==> config.mk <==
export PLATFORM = sky130hd
export DESIGN_NAME = sample_tick_recovery
export DESIGN_NICKNAME = d
export VERILOG_FILES = /design/src/rtl/sample_tick_recovery.sv
export SDC_FILE = /design/constraint.sdc
export NUM_CORES = 1
export LEC_CHECK = 0
export BUFFER_PORTS_ARGS = -buffer_cell sky130_fd_sc_hd__clkbuf_2
export CAP_MARGIN = 5
export CORE_ASPECT_RATIO = 1.25
export CORE_MARGIN = 2
export CORE_UTILIZATION = 50
export CTS_CLUSTER_DIAMETER = 50
export DETAILED_ROUTE_END_ITERATION = 10
export PLACE_DENSITY = 0.78
export SYNTH_ARGS = -nofsm -noshare
export SYNTH_HDL_FRONTEND = slang
export SYNTH_SLANG_ARGS = --single-unit
==> constraint.sdc <==
create_clock -name clk -period 4.35 [get_ports clk]
set_input_delay 0.435 -clock clk [delete_from_list [all_inputs] [get_ports clk]]
set_output_delay 0.435 -clock clk [all_outputs]
set_load 0.005 [all_outputs]
==> src/rtl/sample_tick_recovery.sv <==
// Recovers one-cycle sample enables from the divided sample clock and tracks
// its period, lock state, out-of-tolerance periods and missing ticks.
module sample_tick_recovery #(
  parameter int unsigned CNT_W       = 14,
  parameter int unsigned NOM_PERIOD  = 500,
  parameter int unsigned TOL         = 2,
  parameter int unsigned LOCK_CNT    = 4,
  parameter int unsigned SYNC_STAGES = 2
) (
  input  logic             clk,
  input  logic             rst,
  input  logic             clk_in,
  output logic             sample_en,
  output logic [CNT_W-1:0] period_out,
  output logic             period_valid,
  output logic             locked,
  output logic             err_period,
  output logic             err_timeout
);

  localparam int unsigned GC_W = $clog2(LOCK_CNT + 1);
  localparam logic [CNT_W-1:0] GOOD_LO    = CNT_W'(NOM_PERIOD - TOL);
  localparam logic [CNT_W-1:0] GOOD_HI    = CNT_W'(NOM_PERIOD + TOL);
  localparam logic [CNT_W-1:0] TIMEOUT_AT = CNT_W'(2 * NOM_PERIOD - 1);
  localparam logic [GC_W-1:0]  LOCK_LAST  = GC_W'(LOCK_CNT - 1);

  typedef enum logic [1:0] {SEARCH, ACQUIRE, LOCKED} state_t;

  state_t                 state, state_n;
  logic [SYNC_STAGES-1:0] sync;
  logic                   prev;
  logic [CNT_W-1:0]       cnt, cnt_inc;
  logic [GC_W-1:0]        good_cnt, good_cnt_n;
  logic                   rise, good, timeout;
  logic                   pv_n, err_p_n, err_t_n;

  // cnt_inc doubles as the measured period in the rise cycle (saturating)
  always_comb begin
    rise    = sync[SYNC_STAGES-1] & ~prev;
    cnt_inc = (&cnt) ? cnt : cnt + CNT_W'(1);
    good    = (cnt_inc >= GOOD_LO) && (cnt_inc <= GOOD_HI);
    timeout = (cnt == TIMEOUT_AT);
  end

  always_comb begin
    state_n    = state;
    good_cnt_n = good_cnt;
    pv_n       = 1'b0;
    err_p_n    = 1'b0;
    err_t_n    = 1'b0;
    case (state)
      SEARCH: begin
        if (rise) begin
          state_n    = ACQUIRE;
          good_cnt_n = '0;
        end
      end
      ACQUIRE: begin
        if (rise) begin
          pv_n = 1'b1;
          if (good) begin
            good_cnt_n = good_cnt + GC_W'(1);
            if (good_cnt == LOCK_LAST) state_n = LOCKED;
          end else begin
            err_p_n    = 1'b1;
            good_cnt_n = '0;
          end
        end else if (timeout) begin
          err_t_n    = 1'b1;
          state_n    = SEARCH;
          good_cnt_n = '0;
        end
      end
      LOCKED: begin
        if (rise) begin
          pv_n = 1'b1;
          if (!good) begin
            err_p_n    = 1'b1;
            state_n    = ACQUIRE;
            good_cnt_n = '0;
          end
        end else if (timeout) begin
          err_t_n    = 1'b1;
          state_n    = SEARCH;
          good_cnt_n = '0;
        end
      end
      default: begin
        state_n    = SEARCH;
        good_cnt_n = '0;
      end
    endcase
  end

  always_ff @(posedge clk) begin
    if (rst) begin
      sync         <= '1;
      prev         <= 1'b1;
      cnt          <= '0;
      good_cnt     <= '0;
      state        <= SEARCH;
      sample_en    <= 1'b0;
      period_out   <= '0;
      period_valid <= 1'b0;
      locked       <= 1'b0;
      err_period   <= 1'b0;
      err_timeout  <= 1'b0;
    end else begin
      sync         <= {sync[SYNC_STAGES-2:0], clk_in};
      prev         <= sync[SYNC_STAGES-1];
      cnt          <= rise ? '0 : cnt_inc;
      good_cnt     <= good_cnt_n;
      state        <= state_n;
      sample_en    <= rise;
      period_valid <= pv_n;
      err_period   <= err_p_n;
      err_timeout  <= err_t_n;
      locked       <= (state == LOCKED);
      if (pv_n) period_out <= cnt_inc;
    end
  end

endmodule

==> impl_results.md, run 1 <==
* CTS Hold Bufs at 0
* Hold Path Cell Cnt at 2
* WP data arrival at between 3 and 4 ns
* Largest family of logic cells by synthesized area: simple AND/OR/NAND/NOR gates
* Max H-tree Level at 2
* Final Max Slew Viols at 0
* Total power density per cell area at 346 nW/um^2
* Syn_nets at 248
* GRT overflow at 0
* Design Area, Final at 2250 sq um
* Sequential area share after synthesis at 0.406
* Worst skew pair latency at around 0.30 ns
* Routed wire per std cell at 13.9 um
* Tmin final at between 2 and 3 ns
* Xor and xnor area share after synthesis at 0.0217
* Die area at 4570 sq um
* Maximum VDD drop at about 0.00021 V
* Worst Max-Slew Pin Slew at 0.817 ns
* I/O Pins at 22
* Clock-pin slew of the registers on the worst-case setup and hold paths at 0.08 ns
* Vias/cell at 5.68
* Detailed-route DRC error count at 0
* Synth Area in Compound Gates at 0.141
* Yosys warning total at 0
* Post-CTS Setup Repair Bufs at 0
* RSZ-0062 raised after global routing: false
* Tcrit/Tclk final at 0.676
* Crit-path max FO at 9
* Vias in the first global route at 1592
* Most frequent cells in the layout: nor2_1 (43), dfxtp_1 (41), clkbuf_2 (21), a21oi_1 (14)
* Hpwl dp at 3.07 mm
* Synthesized flop and latch total at 41
* P&R area growth vs syn at 11.6%
* Clock buffer count from CTS at 5
* Mapped cell area at 2020 sq um
* Max Fclk at 340 MHz
* Fin. Hold Viols at 0
* HP Class: input port to flip-flop
* DP Area at 2140 sq um
* R2R depth at 8
* Flop2flop setup slack at ~1.4 ns
* Critical path endpoint category: flip-flop
* Top FF cell, synth: dfxtp_1
* Inserted Diodes at 0
* CP Class: flip-flop to flip-flop
* Design Power at 779 uW
* Ys async rst share at 0
* Root Driver: clkbuf_8
* Overall routing resource usage at 0.205
* Cell count after synthesis at 238
* Synth Area in Adders at 0.0433
* Clk sink count at 41
* Initial core utilization at 0.530
* Number of fill cells at around 370
* Share of cells above drive strength 1 at 0.142
* Worst setup SP type: flip-flop
* Nets@finish at 263
* Port bufs at 21
* CORE AREA at 3820 sq um
* Initial antenna violation count at 0
* Setup TNS at 0 ns
* Pin count of the biggest net entering global routing at 29
* Setup-failing EPs final at 0
* Die width at 60.9 um
* Mux contribution to synthesized area at 0.0446
* Leak at 0.000879 uW
* Slew HR at 0.450
* Max-cap violations at 0
* Syn avg cell area at 8.49 sq um
* CTS tree: built
* Detailed-route wire length at 4.27 mm
* Clock Tree Buf Depth at 2
* DR pass1 iterations at 4
* Routability cong. at approximately 0.9
* Outcome: complete, no violations
* FP Rows at 25
* Worst endpoint required time at 4.59 ns
* EDFF count, synth at 0
* Die boundary height at 75.1 um
* Library cells used by synthesis at 41
* Vias at between 1500 and 2000
* Cts repair resizes at 0
* DRT antenna net count at 0
* DRT iter0 DRCs at between 80 and 90
* Commonest non-fill, non-tap cell in the layout: nor2_1
* First-pass GRT wire length at 7.01 mm
* Synth Area in Simple Gates at 0.305
* Setup skew after layout at 0.0104 ns
## power by group
| part | switching (uW) | internal [uW] | total, uW |
|---|---|---|---|
| clock | 129 | 187 | 316 |
| combinational | 43.3 | 29.1 | 72.4 |
| sequential | 7.60 | 383 | 390 |
## sequential cells by signal, indices dropped and copies added (netlist names), 2 cells and up
| name | cells |
|---|---|
| cnt | 14 |
| good_cnt | 3 |
| period_out | 14 |
| state | 2 |
| sync | 2 |
## final timing paths
check,from,to
min reg2reg,sync[0],sync[1]
max reg2reg,cnt[0],state[0]
max,cnt[0],state[0]
min,clk_in,sync[0]
## Yosys cell counts, types with 4 or more instances
library cell | n | area, sq um
dfxtp_1 | 41 | 821
nand3_1 | 9 | 45.0
nand2b_1 | 6 | 37.5
o31ai_1 | 4 | 30.0
nand2_1 | 9 | 33.8
ha_1 | 7 | 87.6
mux2i_1 | 9 | 90.1
nand4_1 | 5 | 31.3
and4_1 | 4 | 35.0
and2_1 | 5 | 31.3
and3_1 | 5 | 31.3
clkbuf_1 | 8 | 30.0
o21ai_0 | 6 | 30.0
a21oi_1 | 14 | 70.1
buf_2 | 4 | 20.0
inv_1 | 6 | 22.5
nor3_1 | 7 | 35.0
nor2_1 | 43 | 161
a211oi_1 | 8 | 60.1
## metal layers
| metal | up-vias | routed length, um | share of wire | track usage |
|---|---|---|---|---|
| met2 | 56 | 2140 | 0.50 | 0.339 |
| met5 | - | 0 | 0 | 0 |
| met3 | 13 | 229 | 0.054 | 0.0601 |
| met4 | 0 | 114 | 0.027 | 0.106 |
| li1 | 877 | - | - | - |
| met1 | 804 | 1790 | 0.42 | 0.238 |
## stage by stage
step                      std cells  utilization  hold slack [ns]  worst slack, ns
after global placement          300        0.560            0.391             1.58
after global routing            308        0.591            0.316             1.15
after detailed placement        300        0.560            0.405             1.46
after floorplan                 238            -            0.389             1.79
final                           308        0.591            0.314             1.41
after CTS                       308        0.591            0.310             1.45
## critical path: stages (launching register included)
cell and delay, ns:
dfxtp_1 0.39, ha_1 0.35, nand3_1 0.18, nor4_1 0.74
o211a_1 0.28, nand4_1 0.13, o31a_1 0.36, o31ai_2 0.24
mux2i_1 0.20
## kinds of logic (layout without fill, tap and decap cells)
family,Yosys count,after routing
fa+ha+maj,7,7
simple gates,114,114
compound gates,43,43
mux,9,9
flops,41,41
xor+xnor,5,5
buf+inv,19,35
## area by class of cell
cell class                 count  area [sq um]  share of cell area
clock buffer                   7          86.3              0.0383
inverter                       6          22.5             0.00999
multi-input combinational    178          1120               0.498
timing repair buffer          21           105              0.0466
clock inverter                 1          30.0              0.0133
tap                           54          67.6              0.0300
sequential                    41           821               0.364
No activity file was read; power rests on OpenSTA's default activity.
==> inputs of run 2 (changes only) <==
--- a/config.mk
+++ b/config.mk
@@ -12,7 +12,7 @@
 export CORE_UTILIZATION = 50
 export CTS_CLUSTER_DIAMETER = 50
 export DETAILED_ROUTE_END_ITERATION = 10
-export PLACE_DENSITY = 0.78
+export PLACE_DENSITY = 0.8
 export SYNTH_ARGS = -nofsm -noshare
 export SYNTH_HDL_FRONTEND = slang
 export SYNTH_SLANG_ARGS = --single-unit
==> constraint.sdc (replaced) <==
create_clock -name clk -period 2.4 [get_ports clk]
set_input_delay 0.24 -clock clk [delete_from_list [all_inputs] [get_ports clk]]
set_output_delay 0.24 -clock clk [all_outputs]
set_load 0.005 [all_outputs]
==> run 2 against run 1 <==
  * The run now ends with setup timing left
  * Die area stayed put
  * Critical path depth fell by 1
  * Via count increased by 6.0%
  * Sequential power grew 81%
  * Hold slack got worse by 0.18 ns
  * Power increased by 78%
  * Clock power rose by 67%
  * Non-clock buffer count rose by 22
  * Highest routed layer unchanged
  * Sequential share of layout area shrank 3.0 points
  * Wire length is 9.1% higher
  * Largest power group unchanged
  * Sequential cell count stayed put
==> impl_results.md, run 2 (synthesis results as in run 1) <==
* Crit-path max FO at 5 (-4)
* Total power density per cell area at 554 nW/um^2 (+60%)
* Setup slack after layout at -0.00553 ns (-1.41 ns)
* CORE AREA at 3820 sq um (unchanged)
* WP data arrival at 2.63 ns (-0.55 ns)
* Commonest non-fill, non-tap cell in the layout: nor2_1
* Clock buffer count from CTS at 5 (unchanged)
* Worst setup SP type: flip-flop
* CP Buf/Inv Count at 0 (unchanged)
* Initial antenna violation count at 0 (unchanged)
* Outcome: finished, violations left
* HP Class: input port to flip-flop
* Slowest-stage cell, CP: or4_4
* Worst skew pair latency at 0.30 ns (about the same)
* Maximum VDD drop at 0.000537 V (+150%)
* Number of fill cells at 332 (-9.5%)
* Clk sink count at 41 (unchanged)
* Pin count of the biggest net entering global routing at 28 (-3.4%)
* Leak at 0.00101 uW (+14%)
* Setup TNS at -0.00553 ns (-0.00553 ns)
* Biggest regs: cnt (14), period_out (14), good_cnt (3)
* Critical path endpoint category: flip-flop
* Fin. Hold Viols at 0 (unchanged)
* Vias/cell at 5.64 (-0.77%)
* Failing checks: setup timing
* Worst Max-Slew Pin Slew at 0.617 ns (-0.201 ns)
* I/O Pins at 22 (unchanged)
* Final Max Slew Viols at 0 (unchanged)
* Die area at 4570 sq um (unchanged)
* Inserted Diodes at 0 (unchanged)
* Most frequent cells in the layout: nor2_1 (43), dfxtp_1 (33), buf_4 (22), clkbuf_2 (21), a21oi_1 (14)
* Max Fclk at 416 MHz (+22%)
* Max H-tree Level at 2 (unchanged)
* Setup skew after layout at 0.00639 ns (-0.00398 ns)
* Nets@finish at 285 (+8.4%)
* Slew HR at 0.589 (+0.139)
* Top cell family by delay on the critical path: simple AND/OR/NAND/NOR gates
* Die width at 60.9 um (unchanged)
* Detailed-route DRC error count at 0 (unchanged)
* Slowest cell delay on critical path at 0.56 ns (-0.18 ns)
* GRT overflow at 0 (unchanged)
* Routed wire per std cell at 14.2 um (+2.1%)
* Port bufs at 21 (unchanged)
* Vias at 1855 (+6.0%)
* Worst endpoint required time at 2.63 ns (-1.96 ns)
* FP Rows at 25 (unchanged)
* DRT iter0 DRCs at 60 (-30%)
* Tmin final at 2.41 ns (-0.535 ns)
* DR pass1 iterations at 4 (unchanged)
* Design Area, Final at 2510 sq um (+11%)
* Tcrit/Tclk final at 1.00 (+0.326)
* Detailed-route wire length at 4.66 mm (+9.1%)
* DRT antenna net count at 0 (unchanged)
* Hpwl dp at 3.27 mm (+6.4%)
* Setup WS pre-CTS at 0.00348 ns (-1.45 ns)
* Initial core utilization at 0.530 (unchanged)
* Root Driver: clkbuf_8
* Clock Tree Buf Depth at 2 (unchanged)
* Vias in the first global route at 1695 (+6.5%)
* Clock-pin slew of the registers on the worst-case setup and hold paths at 0.08 ns (about the same)
* Setup-failing EPs final at 1 (+1)
* Share of cells above drive strength 1 at 0.284 (+0.142)
* Max-cap violations at 0 (unchanged)
* First-pass GRT wire length at 7.44 mm (+6.1%)
* DP Area at 2290 sq um (+7.0%)
* CTS tree: built
* Die boundary height at 75.1 um (unchanged)
* Routability cong. at 0.878 (-5.0%)
* CP Class: flip-flop to flip-flop
* P&R area growth vs syn at 24.0%
* Crit-path cells: nand4_2 > or4_4 > mux2i_2 > nand4_1 > o31a_1 > o31ai_2 > mux2i_1
* CTS Hold Bufs at 0 (unchanged)
* RSZ-0062 raised after global routing: true
* Overall routing resource usage at 0.219 (+0.0141)
-- run 2: changes by cell type in the layout (fill, tap and decap cells not counted), moves of 3 or more --
cell and delta:
dfxtp_1 -8, dfxtp_4 +3, dfxtp_2 +5, buf_4 +22
-- run 2: layer usage --
| metal | routed length [um] | global-route usage | share of wire |
|---|---|---|---|
| met4 | 184 | 0.121 | 0.039 |
| met3 | 296 | 0.0601 | 0.064 |
| met5 | 0 | 0 | 0 |
| met2 | 2330 | 0.381 | 0.50 |
| met1 | 1850 | 0.237 | 0.40 |
-- run 2: final cells by class --
cell class,instances,area [sq um],area share
multi-input combinational,178,1200,0.480
sequential,41,838,0.334
timing repair buffer,43,270,0.108
clock buffer,5,68.8,0.0275
tap,54,67.6,0.0270
clock inverter,2,35.0,0.0140
inverter,6,22.5,0.00899
-- run 2: final timing paths --
| path | start | endpoint | slack, ns | cells past startpoint |
|---|---|---|---|---|
| setup / recovery | cnt[9] | state[0] | -0.006 | 7 |
| hold / removal | clk_in | sync[0] | 0.13 | 2 |
| setup reg to reg | cnt[9] | state[0] | -0.006 | 7 |
| hold reg to reg | sync[0] | sync[1] | 0.42 | 1 |
-- run 2: worst register-to-register path, stage by stage, from the launching register on --
cell and delay [ns]:
dfxtp_2 0.38, nand4_2 0.16, or4_4 0.56, mux2i_2 0.22, nand4_1 0.19, o31a_1 0.38, o31ai_2 0.25, mux2i_1 0.19
-- run 2: report_power, final --
part	leakage, uW	internal [uW]	switching (uW)	total [uW]
combinational	0.000615	69.4	85.4	155
clock	0.0000540	302	225	527
sequential	0.000336	693	13.8	707
-- run 2: through the flow --
| step | instances | hold slack (ns) | utilization | total power, uW |
|---|---|---|---|---|
| global placement | 319 | 0.391 | 0.600 | 852 |
| detailed placement | 319 | 0.403 | 0.600 | 855 |
| CTS | 326 | 0.127 | 0.628 | 1380 |
| global route | 329 | 0.130 | 0.657 | 1450 |
| floorplan | 238 | 0.344 | - | 822 |
| finish | 329 | 0.132 | 0.657 | 1390 |
-- run 2: timing repair --
| item | 4_1_cts | 5_1_grt |
|---|---|---|
| resized for setup | 1 | 23 |
| setup endpoints to repair | 1 | 6 |
| pin swaps | 0 | 7 |
| buffers inserted | 0 | 3 |
==> inputs of run 3 (changes only) <==
--- a/config.mk
+++ b/config.mk
@@ -13,6 +13,8 @@
 export CTS_CLUSTER_DIAMETER = 50
 export DETAILED_ROUTE_END_ITERATION = 10
 export PLACE_DENSITY = 0.8
+export RECOVER_POWER = 100
 export SYNTH_ARGS = -nofsm -noshare
 export SYNTH_HDL_FRONTEND = slang
 export SYNTH_SLANG_ARGS = --single-unit
+export TNS_END_PERCENT = 5
==> run 3 against run 2 <==
  * The run still ends with setup timing left
  * Count of clock-buffer cells in the layout did not move
  * Critical path depth did not move
  * Maximum frequency fell by 0.10%
  * Via count fell by 0.65%
  * Global-route usage did not move
  * Worst setup slack got worse by 0.0024 ns
  * Clock skew fell by 0.0012 ns
  * First-iteration DRC count rose by 3.3%
  * Wire length fell by 0.49%
  * Final area fell by 0.80%
  * Non-clock buffer count did not move
  * Sequential power barely moved
==> impl_results.md, run 3 (synthesis results as in run 1) <==
* Maximum VDD drop at 0.000538 V (+0.21%)
* DRT iter0 DRCs at 62 (+3.3%)
* Nets@finish at 285 (unchanged)
* R2R Path Start: cnt[3]
* Port bufs at 21 (unchanged)
* P&R area growth vs syn at 23.0%
* Detailed-route wire length at 4.64 mm (-0.49%)
* Origin of the worst setup path: cnt[3]
* Clock-pin slew of the registers on the worst-case setup and hold paths at 0.08 ns (about the same)
* Total power density per cell area at 558 nW/um^2 (+0.65%)
* Final Max Slew Viols at 0 (unchanged)
* Hpwl dp at 3.27 mm (unchanged)
* Met1 wire length at 1.87 mm (+1.1%)
* Clk sink count at 41 (unchanged)
* Routed wire per std cell at 14.1 um (-0.49%)
* Crit-path max FO at 8 (+3)
* Initial core utilization at 0.530 (unchanged)
* Vias at 1843 (-0.65%)
* Setup slack after layout at -0.00795 ns (-0.00242 ns)
* Max Fclk at 415 MHz (-0.10%)
* Tcrit/Tclk final at 1.00 (+0.00101)
* Detailed-route DRC error count at 0 (unchanged)
* Outcome: finished, violations left
* Root Driver: clkbuf_8
* RSZ-0062 raised after global routing: true
* Clock buffer count from CTS at 5 (unchanged)
* Met3 WL at 251 um (-15%)
* Failing checks: setup timing
* Vias/cell at 5.60 (-0.65%)
* Number of fill cells at 333 (+0.30%)
* Max-cap violations at 0 (unchanged)
* Critical path endpoint category: flip-flop
* Setup skew after layout at 0.00517 ns (-0.00122 ns)
* Die width at 60.9 um (unchanged)
* DP Area at 2290 sq um (unchanged)
* Setup-failing EPs final at 1 (unchanged)
* WP data arrival at 2.64 ns (about the same)
* Clock Tree Buf Depth at 2 (unchanged)
* Commonest non-fill, non-tap cell in the layout: nor2_1
* Setup TNS at -0.00795 ns (-0.00242 ns)
* Initial antenna violation count at 0 (unchanged)
* CP endpoint: state[0]
* DR pass1 iterations at 4 (unchanged)
* HP Class: input port to flip-flop
* Most frequent cells in the layout: nor2_1 (43), dfxtp_1 (33), buf_4 (20), a21oi_1 (14), clkbuf_1 (12)
* GRT overflow at 0 (unchanged)
* CP Class: flip-flop to flip-flop
* Pin count of the biggest net entering global routing at 28 (unchanged)
* Routability cong. at 0.878 (unchanged)
* Fin. Hold Viols at 0 (unchanged)
* Overall routing resource usage at 0.219 (unchanged)
* Inserted Diodes at 0 (unchanged)
* Max H-tree Level at 2 (unchanged)
* Reg-to-reg endpoint: state[0]
* Design Area, Final at 2490 sq um (-0.80%)
* Vias in the first global route at 1695 (unchanged)
* Tmin final at 2.41 ns (+0.00242 ns)
* Die boundary height at 75.1 um (unchanged)
* Leak at 0.000964 uW (-4.1%)
* CTS tree: built
* Worst skew pair latency at 0.30 ns (about the same)
* CORE AREA at 3820 sq um (unchanged)
* Biggest regs: cnt (14), period_out (14), good_cnt (3)
* Die area at 4570 sq um (unchanged)
* Setup WS pre-CTS at 0.00348 ns (unchanged)
* Worst setup SP type: flip-flop
* Worst endpoint required time at 2.63 ns (about the same)
* Wire length on met2 at 2.31 mm (-0.56%)
* Slew HR at 0.250 (-0.338)
* CTS Hold Bufs at 0 (unchanged)
* Worst Max-Slew Pin Slew at 1.12 ns (+0.508 ns)
* R2R depth at 7 (unchanged)
* Share of cells above drive strength 1 at 0.240 (-0.0436)
* FP Rows at 25 (unchanged)
* Flop2flop setup slack at -0.008 ns (about the same)
* First-pass GRT wire length at 7.44 mm (unchanged)
* Topmost layer with routed signal wires: met4
* I/O Pins at 22 (unchanged)
* DRT antenna net count at 0 (unchanged)
[run 3: changes by cell type in the layout (fill, tap and decap cells not counted), sizes merged]
cell    before  now
buf         22   20
clkbuf      26   28
[run 3: power breakdown]
group | switching (uW) | internal [uW] | total (uW)
combinational | 85.0 | 67.9 | 153
sequential | 13.8 | 693 | 707
clock | 225 | 302 | 527
total | 324 | 1060 | 1390
[run 3: worst min path at each step]
stage	from	end	slack [ns]	depth (start not counted)
final	clk_in	sync[0]	0.13	2
after global routing	clk_in	sync[0]	0.13	2
after CTS	clk_in	sync[0]	0.13	2
after detailed placement	sync[0]	sync[1]	0.40	1
after global placement	sync[0]	sync[1]	0.39	1
after floorplan	clk_in	sync[0]	0.34	1
[run 3: final cells by class]
class	count	area, sq um	share of cell area
multi-input combinational	178	1200	0.484
sequential	41	838	0.337
timing repair buffer	43	250	0.101
clock buffer	5	68.8	0.0277
tap	54	67.6	0.0272
clock inverter	2	35.0	0.0141
inverter	6	22.5	0.00906
[run 3: per-stage QoR]
stage          total power, uW  instances   util  hold slack [ns]
3_5_place_dp               855        319  0.600            0.403
5_1_grt                   1450        329  0.651            0.130
3_3_place_gp               852        319  0.600            0.391
6_report                  1390        329  0.651            0.131
2_1_floorplan              822        238      -            0.344
4_1_cts                   1380        326  0.628            0.127
[run 3: routing by layer]
metal / global-route usage / up-vias
li1: - / 914
met1: 0.237 / 848
met2: 0.381 / 63
met3: 0.0601 / 18
met4: 0.121 / 0
met5: 0 / -
[run 3: repair_timing]
action                     4_1_cts  5_1_grt
setup endpoints to repair        1        6
gates resized for setup          1       23
pin swaps                        0        7
setup buffers                    0        3
[run 3: critical path: stages, from the launching register on]
cell,delay [ns]
dfxtp_4,0.39
nand3_1,0.14
or4_4,0.58
mux2i_2,0.22
nand4_1,0.19
o31a_1,0.38
o31ai_2,0.25
mux2i_1,0.19
